**config.mk**
```make
export PLATFORM = sky130hd
export DESIGN_NAME = res_station_array
export DESIGN_NICKNAME = d
export VERILOG_FILES = /design/src/rtl/res_station_array.sv
export SDC_FILE = /design/constraint.sdc
export NUM_CORES = 1
export LEC_CHECK = 0
export BUFFER_PORTS_ARGS = -buffer_cell sky130_fd_sc_hd__buf_2
export CAP_MARGIN = 25
export CORE_MARGIN = 8
export CORE_UTILIZATION = 47
export DETAILED_ROUTE_END_ITERATION = 10
export HOLD_SLACK_MARGIN = 0.12
export PLACE_DENSITY_LB_ADDON = 0.1
export SYNTH_ARGS = -nofsm -noshare
export SYNTH_HDL_FRONTEND = slang
export SYNTH_SLANG_ARGS = --single-unit
```
**constraint.sdc**
```tcl
create_clock -name clk -period 16.6 [get_ports clk]
set_input_delay 3.32 -clock clk [delete_from_list [all_inputs] [get_ports clk]]
set_output_delay 3.32 -clock clk [all_outputs]
set_load 0.005 [all_outputs]
```
**src/rtl/res_station_array.sv**
```systemverilog
// Multi-entry reservation station: allocates on dispatch, wakes operands
// from the CDB and issues the oldest ready entry to its functional unit.
module res_station_array #(
  parameter int data_width  = 16,
  parameter int tag_width   = 3,
  parameter int num_entries = 4,
  parameter int op_width    = 4
) (
  input  logic                          clk,
  input  logic                          rst,
  input  logic                          flush_i,
  input  logic                          disp_valid_i,
  output logic                          disp_ready_o,
  input  logic [op_width-1:0]           disp_op_i,
  input  logic [data_width-1:0]         disp_Vj_i,
  input  logic [data_width-1:0]         disp_Vk_i,
  input  logic [tag_width-1:0]          disp_Qj_i,
  input  logic [tag_width-1:0]          disp_Qk_i,
  input  logic                          disp_Vj_valid_i,
  input  logic                          disp_Vk_valid_i,
  input  logic [tag_width-1:0]          disp_dest_i,
  input  logic                          cdb_valid_i,
  input  logic [tag_width-1:0]          cdb_tag_i,
  input  logic [data_width-1:0]         cdb_data_i,
  output logic                          iss_valid_o,
  input  logic                          iss_ready_i,
  output logic [op_width-1:0]           iss_op_o,
  output logic [data_width-1:0]         iss_Vj_o,
  output logic [data_width-1:0]         iss_Vk_o,
  output logic [tag_width-1:0]          iss_dest_o,
  output logic [$clog2(num_entries):0]  num_busy_o
);

  localparam int IW = $clog2(num_entries);
  localparam int CW = IW + 1;
  localparam logic [IW-1:0] AMAX = IW'(num_entries - 1);

  typedef logic [IW-1:0] idx_t;

  logic [num_entries-1:0]                 busy_q, busy_d;
  logic [num_entries-1:0]                 vjv_q, vjv_d;
  logic [num_entries-1:0]                 vkv_q, vkv_d;
  logic [num_entries-1:0][op_width-1:0]   op_q, op_d;
  logic [num_entries-1:0][data_width-1:0] vj_q, vj_d;
  logic [num_entries-1:0][data_width-1:0] vk_q, vk_d;
  logic [num_entries-1:0][tag_width-1:0]  qj_q, qj_d;
  logic [num_entries-1:0][tag_width-1:0]  qk_q, qk_d;
  logic [num_entries-1:0][tag_width-1:0]  dest_q, dest_d;
  logic [num_entries-1:0][IW-1:0]         age_q, age_d;

  logic [num_entries-1:0] rdy;
  logic                   iss_any;
  idx_t                   sel;
  idx_t                   alloc;
  logic [CW-1:0]          cnt;
  logic                   disp_fire;
  logic                   iss_fire;
  logic                   byp_j, byp_k;

  assign rdy = busy_q & vjv_q & vkv_q;

  always_comb begin
    iss_any = 1'b0;
    sel     = '0;
    for (int i = 0; i < num_entries; i++) begin
      if (rdy[i] && (!iss_any || age_q[i] > age_q[sel])) begin
        iss_any = 1'b1;
        sel     = idx_t'(i);
      end
    end
  end

  always_comb begin
    alloc = '0;
    for (int i = num_entries - 1; i >= 0; i--) begin
      if (!busy_q[i]) alloc = idx_t'(i);
    end
  end

  always_comb begin
    cnt = '0;
    for (int i = 0; i < num_entries; i++) begin
      cnt = cnt + CW'(busy_q[i]);
    end
  end

  assign disp_ready_o = ~&busy_q;
  assign num_busy_o   = cnt;
  assign disp_fire    = disp_valid_i & disp_ready_o;
  assign iss_fire     = iss_any & iss_ready_i;
  assign iss_valid_o  = iss_any;
  assign iss_op_o     = iss_any ? op_q[sel]   : '0;
  assign iss_Vj_o     = iss_any ? vj_q[sel]   : '0;
  assign iss_Vk_o     = iss_any ? vk_q[sel]   : '0;
  assign iss_dest_o   = iss_any ? dest_q[sel] : '0;

  assign byp_j = cdb_valid_i & ~disp_Vj_valid_i & (disp_Qj_i == cdb_tag_i);
  assign byp_k = cdb_valid_i & ~disp_Vk_valid_i & (disp_Qk_i == cdb_tag_i);

  always_comb begin
    busy_d = busy_q;
    vjv_d  = vjv_q;
    vkv_d  = vkv_q;
    op_d   = op_q;
    vj_d   = vj_q;
    vk_d   = vk_q;
    qj_d   = qj_q;
    qk_d   = qk_q;
    dest_d = dest_q;
    age_d  = age_q;
    for (int i = 0; i < num_entries; i++) begin
      if (busy_q[i]) begin
        if (cdb_valid_i && !vjv_q[i] && qj_q[i] == cdb_tag_i) begin
          vj_d[i]  = cdb_data_i;
          vjv_d[i] = 1'b1;
        end
        if (cdb_valid_i && !vkv_q[i] && qk_q[i] == cdb_tag_i) begin
          vk_d[i]  = cdb_data_i;
          vkv_d[i] = 1'b1;
        end
        // Ages stay a dense rank of busy entries, so they never collide.
        if (!(iss_fire && sel == idx_t'(i))) begin
          if (disp_fire && !(iss_fire && age_q[i] > age_q[sel])) begin
            if (age_q[i] != AMAX) age_d[i] = age_q[i] + 1'b1;
          end else if (!disp_fire && iss_fire && age_q[i] > age_q[sel]) begin
            age_d[i] = age_q[i] - 1'b1;
          end
        end
      end
      if (iss_fire && sel == idx_t'(i)) begin
        busy_d[i] = 1'b0;
        vjv_d[i]  = 1'b0;
        vkv_d[i]  = 1'b0;
      end
      if (disp_fire && alloc == idx_t'(i)) begin
        busy_d[i] = 1'b1;
        op_d[i]   = disp_op_i;
        vj_d[i]   = disp_Vj_valid_i ? disp_Vj_i : cdb_data_i;
        vk_d[i]   = disp_Vk_valid_i ? disp_Vk_i : cdb_data_i;
        vjv_d[i]  = disp_Vj_valid_i | byp_j;
        vkv_d[i]  = disp_Vk_valid_i | byp_k;
        qj_d[i]   = disp_Qj_i;
        qk_d[i]   = disp_Qk_i;
        dest_d[i] = disp_dest_i;
        age_d[i]  = '0;
      end
    end
    if (flush_i) begin
      busy_d = '0;
      vjv_d  = '0;
      vkv_d  = '0;
    end
  end

  always_ff @(posedge clk or posedge rst) begin
    if (rst) begin
      busy_q <= '0;
      vjv_q  <= '0;
      vkv_q  <= '0;
      op_q   <= '0;
      vj_q   <= '0;
      vk_q   <= '0;
      qj_q   <= '0;
      qk_q   <= '0;
      dest_q <= '0;
      age_q  <= '0;
    end else begin
      busy_q <= busy_d;
      vjv_q  <= vjv_d;
      vkv_q  <= vkv_d;
      op_q   <= op_d;
      vj_q   <= vj_d;
      vk_q   <= vk_d;
      qj_q   <= qj_d;
      qk_q   <= qk_d;
      dest_q <= dest_d;
      age_q  <= age_d;
    end
  end

endmodule

```
==> summary.json, run 1 <==
{
  "post_synth_instance_area_um2": 11100,
  "globalRoute.totalOverflow": 0,
  "finalSetupTns_ps": 0,
  "fp.dieW_um": 170,
  "final_antenna_net_count": 0,
  "post-synth-top-count-cell": "nor2_1",
  "clock-skew-final_ps": 19.4,
  "starting_utilization_of_the_core_area_pct": 47.6,
  "post_cts_resize_count": 0,
  "synth_top_cells_by_count": "nor2_1, dfrtp_1, nand2_1",
  "route.final.wire_length_um": 34300,
  "cts.reportedPaths.clkPinSlew_ps": 80,
  "design.portCount": 116,
  "die_area_um2": 28800,
  "timing_worst_slew_pin_value_ps": 1050,
  "regToRegEndpoint": "age_q[7]",
  "run_status": "complete, no violations",
  "maxCapViolCount": 0,
  "globalRouteTotalUtil_pct": 24.1,
  "cts-root-to-sink-buffers": 2,
  "hold_path.startpoint": "op_q[13]",
  "clock_latency_on_the_worst_skew_pair_ps": 440,
  "post-route-period-util_pct": 55.1,
  "synthDominantAreaCellType": "dfrtp_1",
  "r2r_setup_slk_ps": 10160,
  "static_leakage_nw": 6.12,
  "hold_violations": 0,
  "grt_first_pass_wirelength_um": 55000,
  "core_area_um2": 23300,
  "post_cts.repair.setup_buffers": 0,
  "synthesis.nets": 1427,
  "critical_path_startpoint_category": "flop",
  "slew-limit-headroom_pct": 30.1,
  "holdCritPathClass": "reg2reg",
  "worst_endpoint_data_arrival_time_ps": 5820,
  "cpMostUsedCell": "ha_1",
  "netlist_top_cells_area": "dfrtp_1, nor2_1, mux2i_1, nand2_1, o22ai_1",
  "io_buffer_count": 115,
  "syn-mean-instance-area_um2": 8.28,
  "synthDistinctLibCells": 65,
  "max_freq_ghz": 0.109,
  "grt_max_degree": 82,
  "first_global_vias": 9821,
  "finish.net_count": 1478,
  "seq_total_area_yosys_pct": 45.1,
  "peak_fanout_along_the_critical_path": 58,
  "powerDensity_nw_per_um2": 108,
  "maxSlewViolCount": 0,
  "layout.cells.non_filler": 1724,
  "worst_path_dominant_cell_family": "compound AO/OA/AOI/OAI gates",
  "synth_async_sr_flop_share_pct": 100,
  "layout-drive-gt1-share_pct": 14.8,
  "rsz_0062_raised_after_global_routing": "no",
  "min_period_ps": 9140,
  "floorplan.die.height_um": 170,
  "dpl.hpwl_um": 22600,
  "synthesis.instances": 1340,
  "yosysWarnings": 0,
  "hold_bufs_inserted_after_cts": 0,
  "tritoncts": "done",
  "post-place-cells": 1690,
  "via_count": 9924,
  "min_to": "op_q[13]",
  "cts_buffers": 17,
  "path_cells": "inv_1, ha_1, nor2b_1, o21ai_0, a21oi_2, o21ai_0, ha_1, nand2_1, o21ai_1, a21oi_1, nor3_2, or2_2, ha_1, nor2b_1, o211ai_2, o31ai_4, buf_4, a211oi_1, a21oi_1, nor2_1, buf_2",
  "startpoint": "age_q[1]",
  "worstHoldPathCells": 2,
  "fillCellCount": 2248,
  "post_drt_wl_per_cell_um": 19.9,
  "worst_path_max_delay_cell": "a21oi_2",
  "core.rowCount": 56,
  "clk_root_buffer_cell": "clkbuf_16",
  "post-route-util_pct": 53.2,
  "synth_top_area_share_pct": 45.1,
  "gp_congestion": 0.837,
  "path_class": "reg2out",
  "worst-r2r-cell-count": 25,
  "buffers_plus_inverters_on_the_worst_setup_path": 3,
  "cts.sinks": 200,
  "vdd_ir_drop_max_uv": 65.7,
  "antenna_found_initial": 2,
  "setup_viol": 0,
  "htree_levels": 4,
  "first_pass_iters": 6,
  "worst_ep_required_time_ps": 13280,
  "number_of_synthesized_flops_with_an_enable_pin": 0,
  "worst_r2r_startpoint": "age_q[1]",
  "critical_path.max_stage_delay_ps": 830,
  "drcViolationCount": 0,
  "critical_path_capture_point_type": "output port",
  "synth.ff_latch_count": 200,
  "route.detailed.vias_per_inst": 5.76,
  "areaGrowthSynthToFinish_pct": 11.8,
  "synth_top_flop_cell": "dfrtp_1",
  "drtIter0Drc": 733
}
layer usage:
layer / up-vias / GRT usage, % / wire length (um)
li1: 4701 / - / -
met1: 4855 / 32.3 / 15600
met2: 321 / 38.9 / 16100
met3: 45 / 5.16 / 2010
met4: 2 / 6.77 / 586
met5: - / 0 / 10
cells by family after synthesis:
| family | Yosys count | share of synthesized area [%] |
|---|---|---|
| compound gates | 273 | 15.8 |
| xor+xnor | 31 | 2.45 |
| fa+ha+maj | 16 | 1.86 |
| buf+inv | 117 | 4.54 |
| flops | 200 | 45.1 |
| mux | 77 | 7.01 |
| simple gates | 626 | 23.3 |
power by group:
part / switching [W] / internal, W
clock network: 0.000207 / 0.000200
registers: 0.0000571 / 0.000580
logic: 0.000173 / 0.000119
worst max-delay path by stage:
stage	endpoint	slack, ps	depth (start not counted)
floorplan	age_q[0]	7830	1
global placement	iss_Vj_o[13]	7870	21
detailed placement	iss_Vj_o[11]	7930	21
CTS	iss_Vj_o[11]	7460	21
global route	iss_Vj_o[11]	7020	21
finish	iss_Vj_o[11]	7460	21
layout by cell type, fill, tap and decap left out, types with 4 or more instances in the layout:
cell,Yosys,layout
xor2_1,10,10
o21ai_0,7,7
buf_2,25,115
inv_1,12,11
nand3_1,12,12
nor3_2,6,6
mux2i_1,74,74
nor4_1,10,10
a21oi_1,86,85
a211oi_1,40,40
nor3_1,22,21
a31oi_1,4,4
inv_8,0,5
or2_2,8,8
nand2_1,197,197
o22ai_1,96,96
clkbuf_16,0,17
dfrtp_1,200,200
ha_1,14,14
o211ai_1,5,5
buf_4,1,19
and3_1,4,4
nor2_1,344,342
xnor2_1,21,21
nor2b_1,4,4
area by class of cell:
cell class | count | area [um2] | area share (%)
repair buffers | 136 | 761 | 6.13
clock buffers | 18 | 429 | 3.46
well taps | 319 | 399 | 3.22
flip-flops and latches | 200 | 5000 | 40.3
diodes | 1 | 2.50 | 0.0202
inverters | 13 | 56.3 | 0.454
clock inverters | 14 | 135 | 1.09
multi-input cells | 1023 | 5620 | 45.3
stage by stage:
stage          setup slack, ps  instance area (um2)  hold WS, ps  power, W
4_1_cts                   7460                12400          482   0.00134
5_1_grt                   7020                12400          504   0.00141
6_report                  7460                12400          481   0.00133
3_5_place_dp              7930                11800          462  0.000933
3_3_place_gp              7870                11800          457  0.000924
2_1_floorplan             7830                11100          445  0.000851
flip-flops by register name, summed over array words and instances, names as in the netlist:
| signal | cells |
|---|---|
| busy_q | 4 |
| qk_q | 12 |
| age_q | 8 |
| vj_q | 64 |
| vjv_q | 4 |
| vk_q | 64 |
| dest_q | 12 |
| op_q | 16 |
| qj_q | 12 |
| vkv_q | 4 |
worst register-to-register path: stages, from the launching register on:
cell and delay, ps:
dfrtp_1 410, inv_1 130, ha_1 310, nor2b_1 160, o21ai_0 170, a21oi_2 830, o21ai_0 270, ha_1 340
nand2_1 60, o21ai_1 110, a21oi_1 280, nor3_2 120, or2_2 310, ha_1 280, nor2b_1 140, o211ai_2 220
o31a_1 290, mux2_2 420, ha_1 310, nor2_1 340, nor2_1 70, nor2_1 80, o21ai_0 100, nor3_2 210
nor3_1 90, a311o_1 280
Power figures use the tool's default switching activity.
==> run 2, diff against run 1 <==
==> constraint.sdc (replaced) <==
create_clock -name clk -period 9.2 [get_ports clk]
set_input_delay 1.84 -clock clk [delete_from_list [all_inputs] [get_ports clk]]
set_output_delay 1.84 -clock clk [all_outputs]
set_load 0.005 [all_outputs]
==> run 2 against run 1 <==
Clock power up 89%. Die area is the same. Combinational power up 79%. Sequential cell count is the same. Cell count is essentially flat. Largest power group unchanged.
==> summary.json, run 2 (synthesized netlist as in run 1, its figures left out) <==
{
  "run_status": "complete, no violations",
  "cts-root-to-sink-buffers": {"value": 2, "change": "unchanged"},
  "worst_r2r_startpoint": "age_q[1]",
  "grt_first_pass_wirelength": {"value": 53500, "unit": "um", "change": "-2.6%"},
  "final_antenna_net_count": {"value": 0, "change": "unchanged"},
  "timing_worst_slew_pin_value": {"value": 1080, "unit": "ps", "change": "+30.9 ps"},
  "core_area": {"value": 23300, "unit": "um2", "change": "unchanged"},
  "post-place-cells": {"value": 1691, "change": "+0.059%"},
  "post-route-period-util_pct": 82.2,
  "clock-skew-final": {"value": 15.8, "unit": "ps", "change": "-3.55 ps"},
  "gp_congestion": {"value": 0.860, "change": "+2.8%"},
  "die_area": {"value": 28800, "unit": "um2", "change": "unchanged"},
  "worstHoldPathCells": {"value": 2, "change": "unchanged"},
  "layout.cells.non_filler": {"value": 1723, "change": "-0.058%"},
  "critical_path_startpoint_category": "flop",
  "r2r_setup_slk": {"value": 2740, "unit": "ps", "change": "-7420 ps"},
  "static_leakage": {"value": 6.13, "unit": "nW", "change": "+0.23%"},
  "hold_bufs_inserted_after_cts": {"value": 0, "change": "unchanged"},
  "antenna_found_initial": {"value": 1, "change": "-1"},
  "setup_viol": {"value": 0, "change": "unchanged"},
  "starting_utilization_of_the_core_area": {"value": 47.6, "unit": "%", "change": "unchanged"},
  "hold_violations": {"value": 0, "change": "unchanged"},
  "via_count": {"value": 9851, "change": "-0.74%"},
  "min_to": "op_q[13]",
  "design.portCount": {"value": 116, "change": "unchanged"},
  "first_pass_iters": {"value": 5, "change": "-1"},
  "max_freq_ghz": 0.132,
  "route.detailed.vias_per_inst": {"value": 5.72, "change": "-0.68%"},
  "layout_commonest_cell": "nor2_1",
  "drtIter0Drc": {"value": 753, "change": "+2.7%"},
  "worst_ep_required_time": {"value": 7360, "unit": "ps", "change": "-5920 ps"},
  "globalRoute.totalOverflow": {"value": 0, "change": "unchanged"},
  "maxSlewViolCount": {"value": 0, "change": "unchanged"},
  "antenna_cells_inserted": {"value": 0, "change": "-1"},
  "regToRegEndpoint": "age_q[7]",
  "fp.dieW": {"value": 170, "unit": "um", "change": "unchanged"},
  "first_global_vias": {"value": 9606, "change": "-2.2%"},
  "slew-limit-headroom": {"value": 28.0, "unit": "%", "change": "-2.1 points"},
  "clk_root_buffer_cell": "clkbuf_16",
  "rsz_0062_raised_after_global_routing": "no",
  "worst_endpoint_data_arrival_time": {"value": 5720, "unit": "ps", "change": "-100 ps"},
  "cts.sinks": {"value": 200, "change": "unchanged"},
  "areaGrowthSynthToFinish_pct": 12.2,
  "worst-r2r-cell-count": {"value": 25, "change": "unchanged"},
  "floorplan.die.height": {"value": 170, "unit": "um", "change": "unchanged"},
  "route.final.wire_length": {"value": 33700, "unit": "um", "change": "-2.0%"},
  "grt_max_degree": {"value": 93, "change": "+13%"},
  "tritoncts": "done",
  "post_cts.repair.setup_buffers": {"value": 0, "change": "unchanged"},
  "finish.net_count": {"value": 1479, "change": "+0.068%"},
  "layout_common_cells": "nor2_1, dfrtp_1, nand2_1, buf_2, o22ai_1",
  "io_buffer_count": {"value": 115, "change": "unchanged"},
  "post_cts_resize_count": {"value": 0, "change": "unchanged"},
  "htree_levels": {"value": 4, "change": "unchanged"},
  "peak_fanout_along_the_critical_path": {"value": 41, "change": "-29%"},
  "finalSetupTns": {"value": 0, "unit": "ps", "change": "unchanged"},
  "dpl.hpwl": {"value": 21800, "unit": "um", "change": "-3.5%"},
  "drcViolationCount": {"value": 0, "change": "unchanged"},
  "vdd_ir_drop_max": {"value": 101, "unit": "uV", "change": "+53%"},
  "maxCapViolCount": {"value": 0, "change": "unchanged"},
  "fillCellCount": {"value": 2258, "change": "+0.44%"},
  "hold_path.startpoint": "op_q[13]",
  "post_drt_wl_per_cell": {"value": 19.5, "unit": "um", "change": "-1.9%"},
  "powerDensity": {"value": 196, "unit": "nW/um2", "change": "+82%"},
  "reg.largest.list": "vj_q: 64 flops, vk_q: 64 flops, op_q: 16 flops",
  "clock_latency_on_the_worst_skew_pair": {"value": 440, "unit": "ps", "change": "about the same"},
  "critical_path_capture_point_type": "output port",
  "path_class": "reg2out",
  "core.rowCount": {"value": 56, "change": "unchanged"},
  "cts.reportedPaths.clkPinSlew": {"value": 80, "unit": "ps", "change": "about the same"},
  "fin_worst_hold_slack": {"value": 480, "unit": "ps", "change": "-1.25 ps"},
  "min_period_ps": 7560,
  "cts_buffers": {"value": 17, "change": "unchanged"},
  "globalRouteTotalUtil": {"value": 23.4, "unit": "%", "change": "-0.69 points"},
  "layout-drive-gt1-share": {"value": 15.0, "unit": "%", "change": "+0.14 points"},
  "holdCritPathClass": "reg2reg"
}
run 2: cell type report:
cell class / count / area [um2] / share of cell area [%]
clock buffers: 18 / 439 / 3.53
inverters: 13 / 56.3 / 0.452
flip-flops and latches: 200 / 5000 / 40.2
repair buffers: 137 / 761 / 6.11
well taps: 319 / 399 / 3.21
clock inverters: 13 / 164 / 1.32
multi-input cells: 1023 / 5630 / 45.2
run 2: routing by layer:
layer	share of wire (%)	vias up	global-route usage, %	wire [um]
met1	46	4778	32.0	15500
met3	5.9	48	4.91	1970
li1	-	4711	-	-
met5	0.039	-	0	13
met2	46	312	36.7	15500
met4	2.2	2	7.50	756
run 2: worst max-delay path, stage by stage (launching register included):
cell and delay [ps]:
dfrtp_1 410, inv_1 130, ha_1 310, nor2b_1 160, o21ai_0 170, a21oi_2 850, o21ai_0 260, ha_1 330
nand2_1 60, o21ai_1 110, a21oi_1 300, nor3_2 130, or2_2 310, ha_1 290, nor2b_1 140, o211ai_2 220
o31ai_4 110, buf_4 270, a211oi_1 430, a21oi_1 70, nor2_1 100, buf_2 120
run 2: power by group:
group / switching, W / internal, W / leakage [nW]
Sequential: 0.000101 / 0.00105 / 2.46
Clock: 0.000373 / 0.000394 / 0.289
Combinational: 0.000309 / 0.000215 / 3.39
Total: 0.000782 / 0.00166 / 6.13
run 2: worst max path at each step:
stage                        start            to  slack (ps)
after floorplan                rst      age_q[0]        1910
final                     age_q[1]   iss_Vk_o[9]        1640
after global routing      age_q[1]  iss_Vj_o[14]        1160
after CTS                 age_q[1]  iss_Vj_o[14]        1680
after global placement    age_q[1]   iss_Vk_o[9]        2270
after detailed placement  age_q[1]  iss_Vj_o[14]        2160
run 2: stage by stage:
| step | total power, W | area (um2) | worst slack, ps | util, % |
|---|---|---|---|---|
| final | 0.00244 | 12500 | 1640 | 53.4 |
| after global placement | 0.00167 | 11800 | 2270 | 50.7 |
| after detailed placement | 0.00168 | 11800 | 2160 | 50.7 |
| after CTS | 0.00245 | 12400 | 1680 | 53.2 |
| after floorplan | 0.00154 | 11100 | 1910 | - |
| after global routing | 0.00258 | 12500 | 1160 | 53.4 |
